`src/rtl/uart_word_tx_fifo.sv`:
```
// Word FIFO between the EX-stage RegtoUART path and the UART byte sender.
// Each queued word is split into 1..WORD_WIDTH/8 bytes, one per ready/enable handshake.
module uart_word_tx_fifo #(
    parameter int WORD_WIDTH = 32,
    parameter int DEPTH_LOG2 = 3,
    parameter bit MSB_FIRST  = 1'b1
) (
    input  logic                            CLK,
    input  logic                            reset,
    input  logic [WORD_WIDTH-1:0]           wr_data,
    input  logic [$clog2(WORD_WIDTH/8):0]   wr_bytes,
    input  logic                            wr_enable,
    input  logic                            sender_ready,
    output logic [7:0]                      sender_data,
    output logic                            sender_enable,
    output logic                            full,
    output logic                            empty,
    output logic [DEPTH_LOG2:0]             count,
    output logic                            overflow,
    input  logic                            clear_overflow
);

    localparam int NB    = WORD_WIDTH / 8;
    localparam int BW    = $clog2(NB) + 1;
    localparam int DEPTH = 1 << DEPTH_LOG2;

    localparam logic [DEPTH_LOG2:0] DEPTH_C = (DEPTH_LOG2 + 1)'(DEPTH);
    localparam logic [BW-1:0]       NB_C    = BW'(NB);

    typedef enum logic [1:0] {
        IDLE,
        SEND,
        WAIT_BUSY
    } state_t;

    state_t state;

    logic [WORD_WIDTH-1:0] mem_word  [DEPTH];
    logic [BW-1:0]         mem_bytes [DEPTH];

    logic [DEPTH_LOG2-1:0] wr_ptr;
    logic [DEPTH_LOG2-1:0] rd_ptr;
    logic [DEPTH_LOG2:0]   count_next;

    logic [WORD_WIDTH-1:0] shreg;
    logic [WORD_WIDTH-1:0] shreg_next;
    logic [WORD_WIDTH-1:0] load_word;
    logic [BW-1:0]         head_n;
    logic [BW-1:0]         remaining;
    logic [1:0]            timer;
    logic [7:0]            cur_byte;

    logic push;
    logic pop;
    logic wait_done;
    int   shamt;

    assign push      = wr_enable && !full;
    assign wait_done = !sender_ready || (timer == 2'd3);
    assign empty     = (count == '0) && (state == IDLE);

    // Head-of-queue decode: a byte count of zero means the whole word.
    always_comb begin
        head_n = mem_bytes[rd_ptr];
        if (head_n == '0) begin
            head_n = NB_C;
        end
        shamt = 8 * (NB - int'(head_n));
        if (MSB_FIRST) begin
            load_word = mem_word[rd_ptr] << shamt;
        end else begin
            load_word = mem_word[rd_ptr];
        end
    end

    always_comb begin
        if (MSB_FIRST) begin
            cur_byte   = shreg[WORD_WIDTH-1 -: 8];
            shreg_next = shreg << 8;
        end else begin
            cur_byte   = shreg[7:0];
            shreg_next = shreg >> 8;
        end
    end

    always_comb begin
        pop = 1'b0;
        unique case (state)
            IDLE:      pop = (count != '0);
            WAIT_BUSY: pop = wait_done && (remaining == '0) && (count != '0);
            default:   pop = 1'b0;
        endcase
    end

    always_comb begin
        count_next = count;
        unique case ({push, pop})
            2'b10:   count_next = count + 1'b1;
            2'b01:   count_next = count - 1'b1;
            default: count_next = count;
        endcase
    end

    always_ff @(posedge CLK) begin
        if (push) begin
            mem_word[wr_ptr]  <= wr_data;
            mem_bytes[wr_ptr] <= wr_bytes;
        end
    end

    always_ff @(posedge CLK or negedge reset) begin
        if (!reset) begin
            wr_ptr   <= '0;
            rd_ptr   <= '0;
            count    <= '0;
            full     <= 1'b0;
            overflow <= 1'b0;
        end else begin
            if (push) begin
                wr_ptr <= wr_ptr + 1'b1;
            end
            if (pop) begin
                rd_ptr <= rd_ptr + 1'b1;
            end
            count <= count_next;
            full  <= (count_next == DEPTH_C);
            // A dropped push outranks a clear in the same cycle.
            if (wr_enable && full) begin
                overflow <= 1'b1;
            end else if (clear_overflow) begin
                overflow <= 1'b0;
            end
        end
    end

    always_ff @(posedge CLK or negedge reset) begin
        if (!reset) begin
            state         <= IDLE;
            shreg         <= '0;
            remaining     <= '0;
            timer         <= '0;
            sender_data   <= '0;
            sender_enable <= 1'b0;
        end else begin
            sender_enable <= 1'b0;
            unique case (state)
                IDLE: begin
                    if (pop) begin
                        shreg     <= load_word;
                        remaining <= head_n;
                        state     <= SEND;
                    end
                end
                SEND: begin
                    if (sender_ready) begin
                        sender_data   <= cur_byte;
                        sender_enable <= 1'b1;
                        shreg         <= shreg_next;
                        remaining     <= remaining - 1'b1;
                        timer         <= '0;
                        state         <= WAIT_BUSY;
                    end
                end
                WAIT_BUSY: begin
                    // Move on once the sender goes busy, or after four cycles regardless.
                    if (wait_done) begin
                        if (remaining != '0) begin
                            state <= SEND;
                        end else if (pop) begin
                            shreg     <= load_word;
                            remaining <= head_n;
                            state     <= SEND;
                        end else begin
                            state <= IDLE;
                        end
                    end else begin
                        timer <= timer + 2'd1;
                    end
                end
                default: state <= IDLE;
            endcase
        end
    end

endmodule

```
`config.mk`:
```
export PLATFORM = sky130hd
export DESIGN_NAME = uart_word_tx_fifo
export DESIGN_NICKNAME = d
export VERILOG_FILES = /design/src/rtl/uart_word_tx_fifo.sv
export SDC_FILE = /design/constraint.sdc
export NUM_CORES = 1
export LEC_CHECK = 0
export CAP_MARGIN = 20
export CORE_MARGIN = 1
export CORE_UTILIZATION = 44
export CTS_CLUSTER_DIAMETER = 80
export CTS_CLUSTER_SIZE = 8
export DETAILED_ROUTE_END_ITERATION = 8
export PLACE_DENSITY = 0.69
export SETUP_SLACK_MARGIN = 0.5
export SLEW_MARGIN = 20
export SYNTH_ARGS = -nofsm -noshare
export SYNTH_HDL_FRONTEND = slang
export SYNTH_SLANG_ARGS = --single-unit
```
`constraint.sdc`:
```
create_clock -name CLK -period 3.35 [get_ports CLK]
set_input_delay 0.335 -clock CLK [delete_from_list [all_inputs] [get_ports CLK]]
set_output_delay 0.335 -clock CLK [all_outputs]
set_load 0.02 [all_outputs]
```
==> reports/metrics.yaml <==
synth_top_area_cell: "edfxtp_1"
crit_start: "count[2]"
final.fill_count: 2509
grt_pass1_vias: 7874
worst_slack_ns: 0.622
rrSetupSlack_ns: 0.62
dieHeight_um: 181
vias_per_cell: 5.75
grt_setup_unrepaired: "true"
routedWlPerCell_um: 22.7
syn_inst: 763
yosysSeqAreaShare_pct: 70.3
top_layer_used: "met4"
ys_warn_count: 0
syn_area_per_cell_um2: 18.5
synth-edff-count: 280
clock_skew_ns: 0.0363
yosys_most_used_dff: "edfxtp_1"
ys_types: 48
clk-insertion-delay-late_ns: 0.57
synth_top_area_share_pct: 59.7
crit_fanout: 4
end_kind: "flip-flop"
area_delta_synth_final_pct: 19.3
path_buf_inv: 1
dr_wl_met3_mm: 1.56
crit_chain: "nor4_4, nor2_4, nand2_1, inv_1, ha_2, ha_1, a21o_1, a21oi_2, xnor2_1, or3_1, a2111oi_2"
p_per_area_nw_per_um2: 972
worstMarginPinSlew_ns: 0.758
cts_sinks: 340
wl_met1_mm: 12.8
dieArea_um2: 32700
total_power_mw: 16.3
register_area_um2: 9920
dr.pass1.iters: 5
post-route-period-util_pct: 81.4
setup_viol: 0
grt_overflow: 0
antenna_left: 0
status: "finished, final reports clean"
dr_total_vias: 7457
grtUsageTotal_pct: 18.6
crit_slowest_cell: "dfrtp_2"
worst_ep_arrival_time_ns: 3.17
ys_ff_latch: 340
cts_tree: "built"
r2r-start: "count[2]"
place_ws_ns: 0.188
cts_buffers: 48
layout-drive-gt1-share_pct: 25.1
maxSlewViolCount: 0
leakagePower_nw: 5.71
r2r-end: "full"
htreeDepth: 2
fmax_mhz: 367
period_minus_slack_ns: 2.73
hold_viol_final: 0
antenna_cells: 0
finalSetupTns_ns: 0
met2_length_mm: 14.3
peakVddDrop_uv: 548
clockRootBuffer: "clkbuf_16"
grt_pass1_wl_mm: 45.8
place_hpwl_mm: 16.7
syn_nets: 813
finalNetCount: 905
gp_congestion: 0.789
coreArea_um2: 31600
rows: 65
cap_violations: 0
slew_headroom_pct: 49.4
wl_mm: 29.5
antenna_found_initial: 0
async_flop_share_pct: 17.6
die_w_um: 181
synth_area_leaders: "edfxtp_1, mux4_2, dfrtp_1"
slowest_delay_ns: 0.44
port_buffers: 55
hold_path.class: "in2async"
worstRegToRegCells: 11
crit_path_start_kind: "flip-flop"
multiInputGateArea_um2: 3990
initial_utilization_pct: 44.6
pin_count: 56
worstPathRequired_ns: 3.79
drc: 0
clk_pin_slew_ns: 0.05
drtIter0Drc: 563
path_class: "reg2reg"
cts_buffer_depth: 3
syn_area_um2: 14100
grt_max_degree: 62
crit_family: "simple AND/OR/NAND/NOR gates"
==> timing repair <==
| action | in CTS | in global routing |
|---|---|---|
| setup endpoints to repair | 1 | 9 |
| endpoints found under the hold margin | 21 | 0 |
| resized for setup | 3 | 8 |
| hold buffers | 1 | 0 |
| pin swaps | 0 | 2 |
| setup buffers | 0 | 2 |
| cloned | 0 | 0 |
==> cell type report <==
| type | count | area share (%) |
|---|---|---|
| sequential | 340 | 59.0 |
| multi-input combinational | 362 | 23.7 |
| clock buffer | 86 | 8.12 |
| timing repair buffer | 90 | 5.42 |
| tap | 402 | 2.99 |
| clock inverter | 3 | 0.410 |
| inverter | 13 | 0.298 |
==> cells in the mapped netlist (2+ instances only) <==
cell type	n
a22oi_1	24
buf_6	6
xor2_1	2
inv_1	12
o211ai_1	8
nand2_1	30
nor4_1	3
mux2_2	34
a21o_1	10
nor2_1	19
nor2b_1	4
nand3_1	10
nand3b_1	2
o221ai_1	8
or2_2	2
dfrtp_1	60
o21ai_0	9
nand2b_1	5
clkbuf_1	19
ha_1	9
mux2i_4	2
o31ai_1	10
buf_2	19
a21oi_1	5
edfxtp_1	280
and2_1	17
buf_4	3
mux2i_1	19
a22o_1	8
mux4_2	70
nor3_1	3
xnor2_1	5
a221oi_1	23
o2111a_1	8
o21a_1	2
==> per-layer routing <==
layer | vias to the layer above | track usage (%)
met5 | - | 0
met4 | 0 | 7.38
met3 | 53 | 3.20
met2 | 250 | 29.9
met1 | 3837 | 25.2
li1 | 3317 | -
==> worst max path at each step <==
stage | to | cells after the start
global placement | full | 12
global route | full | 13
floorplan | mem_bytes[2][0] | 3
CTS | full | 12
detailed placement | full | 12
finish | full | 11
==> cells in the final DEF (no fill, tap or decap), types with 10 or more instances in the layout <==
master / count
a21o_1: 10
a221oi_1: 23
a22oi_1: 24
and2_1: 17
buf_4: 26
clkbuf_1: 36
clkbuf_16: 48
clkdlybuf4s50_1: 54
dfrtp_1: 55
edfxtp_1: 280
inv_1: 12
mux2_2: 34
mux2i_1: 19
mux4_2: 70
nand2_1: 30
nand3_1: 10
nor2_1: 12
o31ai_1: 10
==> state kept, by name, indices dropped and copies added, names as in the netlist <==
| signal | flops |
|---|---|
| rd_ptr | 3 |
| wr_ptr | 3 |
| mem_bytes | 24 |
| state | 2 |
| timer | 2 |
| shreg | 32 |
| mem_word | 256 |
| sender_enable | 1 |
| remaining | 3 |
| sender_data | 8 |
| overflow | 1 |
| full | 1 |
| count | 4 |
==> where the power goes <==
group          switching [mW]  internal [mW]
clock network            1.75           2.74
logic                    3.55           2.63
registers               0.338           5.33
total                    5.64           10.7
==> per-stage QoR <==
step                std cells  util [%]  hold slack [ns]  area [um2]
detailed placement       1204      48.5            0.361       15300
floorplan                 763         -           0.0394       14100
finish                   1296      53.3            0.315       16800
CTS                      1294      53.1            0.320       16800
global route             1296      53.3            0.374       16800
global placement         1204      48.5            0.358       15300
==> logic make-up after synthesis <==
kind of cell	after synthesis	synth area share [%]
xor+xnor	7	0.435
compound gates	119	6.88
buf+inv	61	2.20
fa+ha+maj	10	0.942
mux	126	15.7
flops	340	70.3
simple gates	100	3.50
Note: power is estimated with default switching activity, not from simulation.
